--- src/rtl/clk_en_gen_multi.sv ---
// -----------------------------------------------------------------------------
// clk_en_gen_multi
//
// Multi-channel fractional clock-enable generator. Each channel keeps a phase
// accumulator. Whenever the channel advances, it adds its increment to the
// accumulator. The carry out of that addition becomes a single-cycle enable
// pulse, so the average pulse rate is clk * inc / 2^ACC_WIDTH.
//
// A channel (other than channel 0) can be cascaded. A cascaded channel advances
// only on cycles where the previous channel's registered pulse is high. This
// lets slow timer ticks be derived from a faster sample-rate enable.
//
// Parameters
//   NUM_CH        number of channels (>= 1)
//   ACC_WIDTH     accumulator / increment width (>= 4)
//   RESET_INC     packed reset increments, channel i at [i*ACC_WIDTH +: ACC_WIDTH]
//   RESET_EN      reset enable mask
//   RESET_CASCADE reset cascade mask (bit 0 ignored)
//
// Ports
//   clk        in   master clock
//   reset      in   synchronous active-high reset
//   sync       in   clears every accumulator and pending pulse on the next edge
//   wr_en      in   configuration write strobe
//   wr_ch      in   channel addressed by the write (out-of-range writes ignored)
//   wr_inc     in   new increment
//   wr_enable  in   new channel enable
//   wr_cascade in   new cascade select (forced 0 for channel 0)
//   clk_en     out  registered per-channel enable pulses
//   ch_enabled out  registered enable mask (mirrors the enable register)
//
// All outputs come straight from flops. No input has a combinational path
// to an output.
// -----------------------------------------------------------------------------
module clk_en_gen_multi #(
  parameter int                          NUM_CH        = 3,
  parameter int                          ACC_WIDTH     = 32,
  parameter logic [NUM_CH*ACC_WIDTH-1:0] RESET_INC     = '0,
  parameter logic [NUM_CH-1:0]           RESET_EN      = '0,
  parameter logic [NUM_CH-1:0]           RESET_CASCADE = '0,
  localparam int                         CH_W          = (NUM_CH > 1) ? $clog2(NUM_CH) : 1
) (
  input  logic                 clk,
  input  logic                 reset,
  input  logic                 sync,
  input  logic                 wr_en,
  input  logic [CH_W-1:0]      wr_ch,
  input  logic [ACC_WIDTH-1:0] wr_inc,
  input  logic                 wr_enable,
  input  logic                 wr_cascade,
  output logic [NUM_CH-1:0]    clk_en,
  output logic [NUM_CH-1:0]    ch_enabled
);

  // ---------------------------------------------------------------------------
  // Per-channel state
  // ---------------------------------------------------------------------------
  logic [ACC_WIDTH-1:0] acc    [NUM_CH];
  logic [ACC_WIDTH-1:0] inc    [NUM_CH];
  logic [NUM_CH-1:0]    en;
  logic [NUM_CH-1:0]    cas;

  // Next-state values
  logic [ACC_WIDTH-1:0] acc_nx [NUM_CH];
  logic [ACC_WIDTH-1:0] inc_nx [NUM_CH];
  logic [NUM_CH-1:0]    en_nx;
  logic [NUM_CH-1:0]    cas_nx;
  logic [NUM_CH-1:0]    pulse_nx;

  // Advance qualification
  logic [NUM_CH-1:0]    src_ok;
  logic [NUM_CH-1:0]    adv;
  logic [NUM_CH-1:0]    wr_hit;

  // ---------------------------------------------------------------------------
  // Cascade source selection.
  // cas[0] is held at 0 by reset and by every write, so channel 0 always
  // free-runs. A cascaded channel g advances only while the registered pulse
  // of channel g-1 is high. This adds exactly one clock of skew per cascade
  // level.
  // ---------------------------------------------------------------------------
  assign src_ok[0] = ~cas[0];

  for (genvar g = 1; g < NUM_CH; g++) begin : g_cascade
    assign src_ok[g] = ~cas[g] | clk_en[g-1];
  end

  assign adv = en & src_ok;

  // ---------------------------------------------------------------------------
  // Write decode. The channel index is zero-extended before comparison, so
  // an index >= NUM_CH matches no channel and the write is dropped.
  // ---------------------------------------------------------------------------
  always_comb begin
    wr_hit = '0;
    for (int i = 0; i < NUM_CH; i++) begin
      wr_hit[i] = wr_en && (32'(wr_ch) == 32'(i));
    end
  end

  // ---------------------------------------------------------------------------
  // Next-state logic.
  // Priority for the accumulator and pulse:
  //   sync or (enable going 1->0)  -> clear
  //   advance                      -> acc + inc (old inc), pulse = carry
  //   otherwise                    -> hold, no pulse
  // The configuration fields update independently of the accumulator.
  // A retune therefore keeps the accumulated phase and takes effect on the
  // following cycle.
  // ---------------------------------------------------------------------------
  always_comb begin
    logic [ACC_WIDTH:0] sum;
    logic               disable_now;

    sum         = '0;
    disable_now = 1'b0;
    en_nx       = en;
    cas_nx      = cas;
    pulse_nx    = '0;

    for (int i = 0; i < NUM_CH; i++) begin
      inc_nx[i] = inc[i];
      acc_nx[i] = acc[i];

      sum         = {1'b0, acc[i]} + {1'b0, inc[i]};
      disable_now = wr_hit[i] && en[i] && !wr_enable;

      if (wr_hit[i]) begin
        inc_nx[i] = wr_inc;
        en_nx[i]  = wr_enable;
        cas_nx[i] = (i == 0) ? 1'b0 : wr_cascade;
      end

      if (sync || disable_now) begin
        acc_nx[i]   = '0;
        pulse_nx[i] = 1'b0;
      end else if (adv[i]) begin
        acc_nx[i]   = sum[ACC_WIDTH-1:0];
        pulse_nx[i] = sum[ACC_WIDTH];
      end
    end
  end

  // ---------------------------------------------------------------------------
  // State registers
  // ---------------------------------------------------------------------------
  always_ff @(posedge clk) begin
    if (reset) begin
      for (int i = 0; i < NUM_CH; i++) begin
        acc[i] <= '0;
        inc[i] <= RESET_INC[i*ACC_WIDTH +: ACC_WIDTH];
      end
      en     <= RESET_EN;
      cas    <= RESET_CASCADE & ~NUM_CH'(1);
      clk_en <= '0;
    end else begin
      for (int i = 0; i < NUM_CH; i++) begin
        acc[i] <= acc_nx[i];
        inc[i] <= inc_nx[i];
      end
      en     <= en_nx;
      cas    <= cas_nx;
      clk_en <= pulse_nx;
    end
  end

  assign ch_enabled = en;

endmodule

--- config.mk ---
export PLATFORM = sky130hd
export DESIGN_NAME = clk_en_gen_multi
export DESIGN_NICKNAME = d
export VERILOG_FILES = /design/src/rtl/clk_en_gen_multi.sv
export SDC_FILE = /design/constraint.sdc
export NUM_CORES = 1
export LEC_CHECK = 0
export BUFFER_PORTS_ARGS = -buffer_cell sky130_fd_sc_hd__buf_2
export CAP_MARGIN = 10
export CORE_ASPECT_RATIO = 0.5
export CORE_MARGIN = 1.5
export CORE_UTILIZATION = 53
export CTS_BUF_LIST = sky130_fd_sc_hd__clkbuf_2
export CTS_CLUSTER_SIZE = 40
export DETAILED_ROUTE_END_ITERATION = 10
export PLACE_DENSITY_LB_ADDON = 0.25
export SYNTH_ARGS = -nofsm -noshare
export SYNTH_HDL_FRONTEND = slang
export SYNTH_SLANG_ARGS = --single-unit
--- constraint.sdc ---
create_clock -name clk -period 3.4 [get_ports clk]
set_input_delay 0.34 -clock clk [delete_from_list [all_inputs] [get_ports clk]]
set_output_delay 0.34 -clock clk [all_outputs]
set_load 0.05 [all_outputs]
; After elaboration in Yosys (flattened, before gate mapping)
; Memory sizes are Yosys's and may differ from the RTL's.
; Index checks and enable logic that the tools add are counted.
[classes]
add_sub_neg = 3
n_mux = 18
n_bitwise = 14
n_reduce_logical = 17
eq_ne = 2
[op_table]
columns = operator, count
row1 = $mux 32, 15
row2 = $add 32x32->33, 3
row3 = $logic_and 1x1->1, 9
row4 = $reduce_or 3->1, 3
row5 = $or 1x1->1, 8
row6 = $not 1->1, 5
row7 = $and 3x3->3, 1
row8 = $logic_or 1x1->1, 3
row9 = $mux 1, 3
row10 = $eq 2x1->1 const B, 1
row11 = $eq 2x2->1 const B, 1
row12 = $logic_not 2->1, 1
row13 = $logic_not 1->1, 1
[word_totals]
mem_bits_rw = 192
ff_bits = 8
out_inout_bits = 6
elab_cells = 64
n_memories = 2
[memory_table]
columns = memory, words, word_bits, rd, rd_clocked_by_memory_dff, wr, line
row1 = acc, 3, 32, 3, 0, 3, 58  ; logic [ACC_WIDTH-1:0] acc [NUM_CH];
row2 = inc, 3, 32, 3, 0, 3, 59  ; logic [ACC_WIDTH-1:0] inc [NUM_CH];

; Depth between registers and ports, before layout
; Gate-level depths: netlist (run 1).
[depth]
depth_word = 7
depth_mapped = 11

; Worst setup path after synthesis (run 1)
; OpenSTA, ideal clock, no wires.
[synth_timing]
path_kind = flip-flop to flip-flop
startpoint = memory acc[0][0]
endpoint = register clk_en[0]
stages_incl_launch_ff = 11
slack_ps = 676
n_path_buf = 0
arrival_time_ps = 2596
setup_time_ps = 128
t_required_ps = 3272
path_cell_list = dfxtp_1 > ha_1 > fa_1 > a2111oi_4 > nor4_4 > o31ai_4 > o21ai_2 > a21oi_2 > a221oi_1 > a2111oi_2 > nor3_1
[synth_rtl]
columns = item, line
row1 = from (decl), 58
row2 = to (signal assigned), 163  ; clk_en <= pulse_nx;
row3 = to (decl), 51  ; output logic [NUM_CH-1:0] clk_en,

==> flow_metrics.env, run 1 <==
export IMPL_grtUsageTotal_pct=29.5
export IMPL_slew_headroom_pct=34.6
export IMPL_critPathKind="flop to flop"
export IMPL_vias=11500
export IMPL_place_ws_ps=345
export IMPL_ff2ff_path_depth=10
export IMPL_slew_violations=0
export IMPL_rsz0062_at_grt="no"
export IMPL_leakagePower_nw=5.33
export IMPL_maxCapViolCount=0
export IMPL_cp_slowest_stage_delay_ps=470
export IMPL_tns_ps=0
export IMPL_layout_common_cells="nand2_1, a21oi_1, dfxtp_1"
export IMPL_crit_fanout=4
export IMPL_endpoint="clk_en[0]$_SDFF_PP0_"
export IMPL_io_buffers=45
export IMPL_crit_chain="ha_1 > fa_1 > a2111oi_4 > nor4_4 > o31ai_4 > o21ai_2 > a21oi_2 > a221oi_1 > a2111oi_2 > nor3_1"
export IMPL_ctsResizeCount=0
export IMPL_fmax_mhz=322
export IMPL_async_flop_share_pct=0
export IMPL_rows=38
export IMPL_htreeDepth=4
export IMPL_min_period_ps=3100
export IMPL_worst_clock_skew_ps=36.3
export IMPL_core_um2=22100
export IMPL_yosysTopAreaCell="dfxtp_1"
export IMPL_postSynthCellCount=1584
export IMPL_first_iter_violations=1092
export IMPL_drc=0
export IMPL_timing_rr_end="clk_en[0]$_SDFF_PP0_"
export IMPL_grt_ovfl_total=0
export IMPL_cp_startpoint="acc[0][0]$_SDFFE_PP0P_"
export IMPL_dp_hpwl_um=24900
export IMPL_routed_via_density=6.00
export IMPL_finalSetupViolCount=0
export IMPL_clk_pin_slew_ps=310
export IMPL_worstReg2RegStart="acc[0][0]$_SDFFE_PP0P_"
export IMPL_required_ps=4120
export IMPL_clk_latency_ps=850
export IMPL_yosys_warnings=0
export IMPL_end_kind="flop"
export IMPL_chipHeight_um=110
export IMPL_period_share_pct=91.2
export IMPL_synthTopCellsByArea="dfxtp_1, nand2_1, ha_1, a21oi_1, a21o_1"
export IMPL_drt_total_wl_um=34400
export IMPL_dp_cells=1852
export IMPL_placed_area_um2=12500
export IMPL_powerDensity_nw_per_um2=319
export IMPL_syn_nets=1723
export IMPL_avgSynthCellArea_um2=7.66
export IMPL_numCtsBuffers=17
export IMPL_irDropWorstVdd_mv=0.215
export IMPL_synth_top_area_share_pct=33.0
export IMPL_antenna_found_initial=0
export IMPL_fin_cells=1920
export IMPL_numClockSinks=200
export IMPL_final_cell_area_um2=13200
export IMPL_reg2reg_slack_ps=300
export IMPL_drt_wirelength_per_cell_um=17.9
export IMPL_syn_to_final_growth_pct=8.50
export IMPL_synth_distinct_cells=78
export IMPL_grt_max_degree=55
export IMPL_layout_commonest_cell="nand2_1"
export IMPL_first_global_vias=10800
export IMPL_start_util_pct=55.0
export IMPL_ant_nets=0
export IMPL_timing_final_hold_violations=0
export IMPL_gp_congestion=0.988
export IMPL_arrival_ps=3820
export IMPL_grt_pass1_wl_um=55000
export IMPL_diodes=0
export IMPL_syn_area_um2=12100
export IMPL_synth_ff_type="dfxtp_1"
export IMPL_fin_ws_ps=299
export IMPL_io_pins=46
export IMPL_yosysSeqAreaShare_pct=33.0
export IMPL_clock_root_buffer="clkbuf_2"
export IMPL_nets=1746
export IMPL_design_die_area_um2=23900
export IMPL_cts_buffer_depth=2
export IMPL_cts_tree="done"
export IMPL_cts_setup_buffers=0
export IMPL_synth_seq_cells=200
export IMPL_drive_gt1_share_pct=7.90
export IMPL_crit_slowest_cell="fa_1"
export IMPL_worst_hold_path_type="primary input to flop"
export IMPL_dr_pass1_iters=5
export IMPL_synth_edf_count=0
export IMPL_dieWidth_um=217
export IMPL_start_kind="flop"
export IMPL_outcome="finished, final reports clean"
export IMPL_worst_slew_pin_slew_ps=981
==> layer usage <==
layer / wire, um / vias to the layer above / share of wire, % / global-route usage [%]
met3: 2450 / 56 / 7.1 / 5.23
met2: 14800 / 355 / 43 / 47.2
met5: 0 / - / 0 / 0
met1: 16500 / 5468 / 48 / 40.4
met4: 765 / 0 / 2.2 / 10.3
li1: - / 5649 / - / -
==> sequential cells by signal, indices dropped and copies added (netlist names) <==
| name | flops |
|---|---|
| ch_enabled | 3 |
| acc | 96 |
| clk_en | 3 |
| inc | 96 |
| cas | 2 |
==> cell usage after synthesis (all sizes together), types with 5 or more instances <==
master   number
mux2i        14
nor2b         5
nor2         87
a21o         50
nand2       352
o21a         14
o21bai       18
o31ai         6
and4          6
xnor2        41
o21ai        81
dfxtp       200
a2111oi       6
a211oi       18
or3           7
o211ai       10
nand4        24
a31oi        14
a211o         6
nand2b        6
nand3b        6
o2111ai       6
ha           96
and2          6
a21oi       229
inv          32
xor2         28
clkbuf       91
nor3         20
buf           6
or2           7
nand3        28
a31o          5
==> logic make-up (layout without fill, tap and decap cells) <==
logic type,Yosys count,count (layout),synth area share [%]
xor+xnor,69,69,4.98
fa+ha+maj,99,99,10.4
compound gates,504,504,26.1
simple gates,568,568,20.2
flops,200,200,33.0
buf+inv,129,165,4.06
mux,15,15,1.25
==> through the flow <==
| step | hold slack [ps] | util, % | total power, mW |
|---|---|---|---|
| after floorplan | 430 | - | 2.69 |
| after global routing | 16.7 | 59.6 | 4.35 |
| after detailed placement | 450 | 56.8 | 2.84 |
| after global placement | 438 | 56.8 | 2.83 |
| after CTS | 9.05 | 59.6 | 4.22 |
| final | 85.4 | 59.6 | 4.19 |
==> final cells by class <==
| class | instances | area (um^2) |
|---|---|---|
| flip-flops and latches | 200 | 4000 |
| clock inverters | 14 | 185 |
| fillers | 2047 | 8900 |
| repair buffers | 101 | 738 |
| clock buffers | 18 | 90.1 |
| inverters | 32 | 120 |
| well taps | 300 | 375 |
| multi-input cells | 1255 | 7650 |
==> worst max-delay path: cells and delay by family (launching register included) <==
kind | cells | cell delay (ps)
AOI/OAI and AO/OA | 6 | 1700
adders and majority gates | 2 | 690
DFF | 1 | 380
and+or+nand+nor | 2 | 200
==> timing repair <==
action / 4_1_cts / 5_1_grt
setup endpoints to repair: 0 / 0
hold buffers: 36 / 0
hold endpoints to repair: 106 / 0
==> worst min-delay path by stage <==
stage	cells past startpoint	startpoint	to
finish	5	wr_ch[0]	inc[0][20]$_SDFFE_PP0P_
global route	5	wr_ch[1]	inc[0][61]$_SDFFE_PP0P_
CTS	5	wr_ch[1]	inc[0][48]$_SDFFE_PP0P_
detailed placement	2	acc[0][62]$_SDFFE_PP0P_	acc[0][62]$_SDFFE_PP0P_
global placement	2	acc[0][22]$_SDFFE_PP0P_	acc[0][22]$_SDFFE_PP0P_
floorplan	2	acc[0][22]$_SDFFE_PP0P_	acc[0][22]$_SDFFE_PP0P_
==> power breakdown <==
group	internal, mW	leakage, nW	total [mW]	switching (mW)
logic	0.143	3.55	0.414	0.270
registers	2.40	1.62	2.43	0.0302
clock network	0.440	0.161	1.35	0.913
total	2.98	5.33	4.19	1.21
No activity file was read; power rests on OpenSTA's default activity.
==> run 2: changes to the inputs <==
- CELL_PAD_IN_SITES_DETAIL_PLACEMENT: not set -> 1
- CELL_PAD_IN_SITES_GLOBAL_PLACEMENT: not set -> 2
- CORE_UTILIZATION: 53 -> 39
==> run 2 against run 1 <==
Utilization shrank 15 points. Non-clock buffer count is 14 higher. Clock power rose by 15%. Cell count grew 7.2%. Sequential share of layout area decreased by 0.79 points. Critical endpoint unchanged. Largest power group unchanged.
==> flow_metrics.env, run 2 (synthesis results as in run 1) <==
export IMPL_holdPathEnd="inc[0][63]$_SDFFE_PP0P_"
export IMPL_fmax_mhz=325
export IMPL_crit_slowest_cell="a2111oi_4"
export IMPL_core_um2=30500
export IMPL_routed_via_density=5.58
export IMPL_slew_headroom_pct=45.5
export IMPL_grtUsageTotal_pct=24.7
export IMPL_slew_violations=0
export IMPL_start_kind="flop"
export IMPL_irDropWorstVdd_mv=0.238
export IMPL_numCtsBuffers=17
export IMPL_vias=11500
export IMPL_clk_latency_ps=890
export IMPL_reg_largest_list="acc: 96 flops, inc: 96 flops"
export IMPL_rows=45
export IMPL_worst_slew_pin_slew_ps=818
export IMPL_worstReg2RegStart="acc[0][0]$_SDFFE_PP0P_"
export IMPL_nets=1760
export IMPL_clk_pin_slew_ps=300
export IMPL_design_die_area_um2=32200
export IMPL_end_kind="flop"
export IMPL_worst_hold_path_type="primary input to flop"
export IMPL_path_buf_inv=0
export IMPL_timing_rr_end="clk_en[0]$_SDFF_PP0_"
export IMPL_drc=0
export IMPL_htreeDepth=4
export IMPL_dp_hpwl_um=29300
export IMPL_p_sw_mw=1.22
export IMPL_required_ps=4170
export IMPL_cts_buffer_depth=2
export IMPL_period_share_pct=90.5
export IMPL_min_period_ps=3080
export IMPL_dieWidth_um=252
export IMPL_maxCapViolCount=0
export IMPL_post_route_util_pct=44.3
export IMPL_hold_depth=4
export IMPL_start_util_pct=39.8
export IMPL_cp_slowest_stage_delay_ps=490
export IMPL_outcome="finished, final reports clean"
export IMPL_rsz0062_at_grt="no"
export IMPL_layout_commonest_cell="nand2_1"
export IMPL_critPathTopFamily="compound AO/OA/AOI/OAI gates"
export IMPL_cp_depth=10
export IMPL_drt_wirelength_per_cell_um=18.8
export IMPL_min_delay_start="wr_inc[31]"
export IMPL_timing_final_hold_violations=0
export IMPL_powerDensity_nw_per_um2=326
export IMPL_grt_ovfl_total=0
export IMPL_clock_root_buffer="clkbuf_2"
export IMPL_arrival_ps=3850
export IMPL_p_seq_share_pct=55.2
export IMPL_worst_clock_skew_ps=51.3
export IMPL_ff2ff_path_depth=10
export IMPL_placed_area_um2=12700
export IMPL_pwr_share_comb_pct=9.7
export IMPL_place_ws_ps=327
export IMPL_chipHeight_um=128
export IMPL_first_iter_violations=624
export IMPL_ant_nets=0
export IMPL_grt_max_degree=74
export IMPL_crit_fanout=4
export IMPL_first_global_vias=11600
export IMPL_layout_common_cells="nand2_1, a21oi_1, dfxtp_1"
export IMPL_ctsResizeCount=0
export IMPL_numClockSinks=200
export IMPL_critPathKind="flop to flop"
export IMPL_grt_pass1_wl_um=62600
export IMPL_crit_chain="ha_1 > fa_1 > a2111oi_4 > nor4_4 > o31ai_4 > o21ai_2 > a21oi_2 > a221oi_1 > a2111oi_2 > nor3_1"
export IMPL_leakagePower_nw=5.43
export IMPL_p_sw_share_pct=27.6
export IMPL_cts_tree="done"
export IMPL_reg2reg_slack_ps=320
export IMPL_final_cell_area_um2=13500
export IMPL_antenna_found_initial=2
export IMPL_tns_ps=0
export IMPL_finalSetupViolCount=0
export IMPL_fin_ws_ps=322
export IMPL_drt_total_wl_um=38700
export IMPL_p_int_mw=3.19
export IMPL_gp_congestion=0.876
export IMPL_clock_power_share_pct=35.2
export IMPL_dr_pass1_iters=5
export IMPL_drive_gt1_share_pct=7.89
export IMPL_io_buffers=45
export IMPL_syn_to_final_growth_pct=11.4
export IMPL_io_pins=46
==> run 2: timing repair <==
| action | 4_1_cts | 5_1_grt |
|---|---|---|
| setup buffers | 0 | 0 |
| hold endpoints to repair | 115 | 0 |
| hold buffers | 48 | 0 |
==> run 2: worst register-to-register path, delay by kind of cell, from the launching register on <==
family / cells / cell delay [ps]
AO/OA/AOI/OAI: 6 / 1730
adder cells (fa/ha/maj): 2 / 690
flip-flops: 1 / 380
AND/OR/NAND/NOR: 2 / 200
==> run 2: how the worst max path moves through the flow <==
| stage | from | slack, ps | endpoint |
|---|---|---|---|
| CTS | acc[0][0]$_SDFFE_PP0P_ | 320 | clk_en[0]$_SDFF_PP0_ |
| detailed placement | acc[0][0]$_SDFFE_PP0P_ | 330 | clk_en[0]$_SDFF_PP0_ |
| global route | acc[0][0]$_SDFFE_PP0P_ | 50 | clk_en[0]$_SDFF_PP0_ |
| floorplan | acc[0][0]$_SDFFE_PP0P_ | 680 | clk_en[0]$_SDFF_PP0_ |
| finish | acc[0][0]$_SDFFE_PP0P_ | 320 | clk_en[0]$_SDFF_PP0_ |
| global placement | acc[0][0]$_SDFFE_PP0P_ | 450 | clk_en[0]$_SDFF_PP0_ |
==> run 2: layout make-up <==
cell class                 instances  area [um^2]
timing repair buffer             115          873
tap                              423          529
multi-input combinational       1255         7650
clock buffer                      18         90.1
inverter                          32          120
antenna                            2         5.00
clock inverter                    14          240
fill                            3743        17000
sequential                       200         4000
==> run 2: per-stage QoR <==
| step | power (mW) | hold WS, ps | instances |
|---|---|---|---|
| global placement | 2.84 | 442 | 1977 |
| CTS | 4.46 | 166 | 2057 |
| global route | 4.61 | 175 | 2059 |
| finish | 4.41 | 262 | 2059 |
| floorplan | 2.69 | 430 | 1584 |
| detailed placement | 2.86 | 452 | 1977 |
==> run 2: per-layer routing <==
layer	share of wire, %	vias up	wire length, um	GRT usage [%]
li1	-	5688	-	-
met1	49	5592	19100	33.9
met2	46	158	17700	40.5
met3	3.4	44	1320	3.59
met4	1.6	0	610	6.45
met5	0	-	0	0
==> run 2: power groups by stage <==
stage	clock, mW	combinational, mW	sequential, mW
floorplan	0	0.234	2.46
finish	1.55	0.426	2.43
CTS	1.60	0.424	2.43
detailed placement	0	0.384	2.47
global placement	0	0.373	2.47
global route	1.71	0.467	2.44
==> run 3: changes to the inputs <==
- CORE_ASPECT_RATIO: 0.5 -> not set
==> run 3 against run 2 <==
Sequential share of layout area increased by 0.38 points. Fmax up 2.8%. Final area shrank 1.3%. Global-route usage down 0.11 points. First-iteration DRC count shrank 13%. Count of clock-buffer cells in the layout did not move. Clock power down 15%. Hold slack worse by 140 ps. Clock skew is 16 ps higher. Cell count decreased by 1.7%. Combinational power shrank 2%. Sequential power hardly changed. Critical endpoint unchanged.
==> flow_metrics.env, run 3 (synthesis results as in run 1) <==
export IMPL_outcome="finished, final reports clean"
export IMPL_worst_slew_pin_slew_ps=1050
export IMPL_io_pins=46
export IMPL_dp_hpwl_um=28700
export IMPL_post_route_util_pct=43.6
export IMPL_ff2ff_path_depth=10
export IMPL_chipHeight_um=179
export IMPL_rsz0062_at_grt="no"
export IMPL_drc=0
export IMPL_drive_gt1_share_pct=8.05
export IMPL_dr_pass1_iters=4
export IMPL_layout_common_cells="nand2_1, a21oi_1, dfxtp_1"
export IMPL_worst_hold_path_type="primary input to flop"
export IMPL_p_int_mw=2.87
export IMPL_worst_clock_skew_ps=67.8
export IMPL_crit_fanout=4
export IMPL_crit_slowest_cell="fa_1"
export IMPL_timing_rr_end="clk_en[0]$_SDFF_PP0_"
export IMPL_p_sw_share_pct=31.2
export IMPL_endpoint="clk_en[0]$_SDFF_PP0_"
export IMPL_period_share_pct=88.1
export IMPL_path_buf_inv=0
export IMPL_syn_to_final_growth_pct=9.96
export IMPL_rows=64
export IMPL_start_util_pct=39.6
export IMPL_nets=1753
export IMPL_start_kind="flop"
export IMPL_numClockSinks=200
export IMPL_clock_root_buffer="clkbuf_2"
export IMPL_grt_pass1_wl_um=61400
export IMPL_drt_wirelength_per_cell_um=19.0
export IMPL_cp_startpoint="acc[0][0]$_SDFFE_PP0P_"
export IMPL_p_seq_share_pct=58.3
export IMPL_irDropWorstVdd_mv=0.236
export IMPL_clk_pin_slew_ps=320
export IMPL_critPathTopFamily="compound AO/OA/AOI/OAI gates"
export IMPL_grt_ovfl_total=0
export IMPL_first_iter_violations=540
export IMPL_reg_largest_list="acc: 96 flops, inc: 96 flops"
export IMPL_ant_nets=0
export IMPL_core_um2=30600
export IMPL_clock_power_share_pct=31.7
export IMPL_layout_commonest_cell="nand2_1"
export IMPL_leakagePower_nw=5.36
export IMPL_finalSetupViolCount=0
export IMPL_antenna_found_initial=1
export IMPL_pwr_share_comb_pct=10.0
export IMPL_cts_buffer_depth=2
export IMPL_worstReg2RegStart="acc[0][0]$_SDFFE_PP0P_"
export IMPL_cts_tree="done"
export IMPL_critPathKind="flop to flop"
export IMPL_drt_total_wl_um=38500
export IMPL_fmax_mhz=334
export IMPL_grt_max_degree=74
export IMPL_cp_slowest_stage_delay_ps=460
export IMPL_required_ps=4120
export IMPL_slew_headroom_pct=29.9
export IMPL_end_kind="flop"
export IMPL_ctsResizeCount=0
export IMPL_reg2reg_slack_ps=410
export IMPL_maxCapViolCount=0
export IMPL_dieWidth_um=179
export IMPL_grtUsageTotal_pct=24.5
export IMPL_numCtsBuffers=17
export IMPL_min_period_ps=2990
export IMPL_slew_violations=0
export IMPL_cp_depth=10
export IMPL_powerDensity_nw_per_um2=313
export IMPL_io_buffers=45
export IMPL_timing_final_hold_violations=0
export IMPL_p_sw_mw=1.30
export IMPL_vias=11300
export IMPL_crit_chain="ha_1 > fa_1 > a2111oi_4 > nor4_4 > o31ai_4 > o21ai_2 > a21oi_2 > a221oi_1 > a2111oi_2 > nor3_1"
export IMPL_clk_latency_ps=850
export IMPL_htreeDepth=4
export IMPL_gp_congestion=0.856
export IMPL_first_global_vias=11400
export IMPL_routed_via_density=5.57
export IMPL_arrival_ps=3720
export IMPL_tns_ps=0
export IMPL_design_die_area_um2=32200
[run 3: power groups by stage]
stage	combinational (mW)	sequential [mW]	clock (mW)
4_1_cts	0.417	2.44	1.38
5_1_grt	0.459	2.44	1.47
3_3_place_gp	0.375	2.47	0
6_report	0.418	2.44	1.32
3_5_place_dp	0.381	2.47	0
2_1_floorplan	0.234	2.46	0
[run 3: metal layers]
layer  global-route usage, %  share of wire [%]
met1                    34.4                 51
met2                    40.1                 46
met3                    3.42                1.9
met4                    5.10                1.5
met5                       0                  0
[run 3: area by class of cell]
class | instances | area [um^2]
Antenna cell | 1 | 2.50
Fill cell | 3859 | 17300
Multi-Input combinational cell | 1255 | 7650
Clock inverter | 14 | 176
Clock buffer | 18 | 90.1
Tap cell | 396 | 495
Inverter | 32 | 120
Timing Repair Buffer | 108 | 801
Sequential cell | 200 | 4000
[run 3: worst register-to-register path: cells and delay by family (launching register included)]
kind                     cells  cell delay [ps]
adder cells (fa/ha/maj)      2              680
flip-flops                   1              390
AO/OA/AOI/OAI                6             1610
AND/OR/NAND/NOR              2              200
[run 3: through the flow]
stage	power (mW)	area (um^2)	std cells	hold WS, ps	setup slack [ps]
global placement	2.85	12700	1951	442	498
CTS	4.23	13300	2023	45.9	378
finish	4.18	13300	2024	126	405
global route	4.37	13300	2024	10.3	107
detailed placement	2.85	12700	1951	446	417
floorplan	2.69	12100	1584	430	676
[run 3: worst min path at each step]
stage,from,end,slack [ps],depth (start not counted)
floorplan,acc[0][22]$_SDFFE_PP0P_,acc[0][22]$_SDFFE_PP0P_,430,2
global placement,acc[0][16]$_SDFFE_PP0P_,acc[0][16]$_SDFFE_PP0P_,440,2
detailed placement,acc[0][22]$_SDFFE_PP0P_,acc[0][22]$_SDFFE_PP0P_,450,2
CTS,wr_en,acc[0][62]$_SDFFE_PP0P_,50,5
global route,wr_en,acc[0][62]$_SDFFE_PP0P_,10,5
finish,wr_en,acc[0][62]$_SDFFE_PP0P_,130,5
[run 3: repair_timing]
item                                    4_1_cts  5_1_grt
endpoints found under the hold margin       106        0
hold buffers                                 40        0
setup buffers                                 0        0
endpoints found under the setup margin        0        0
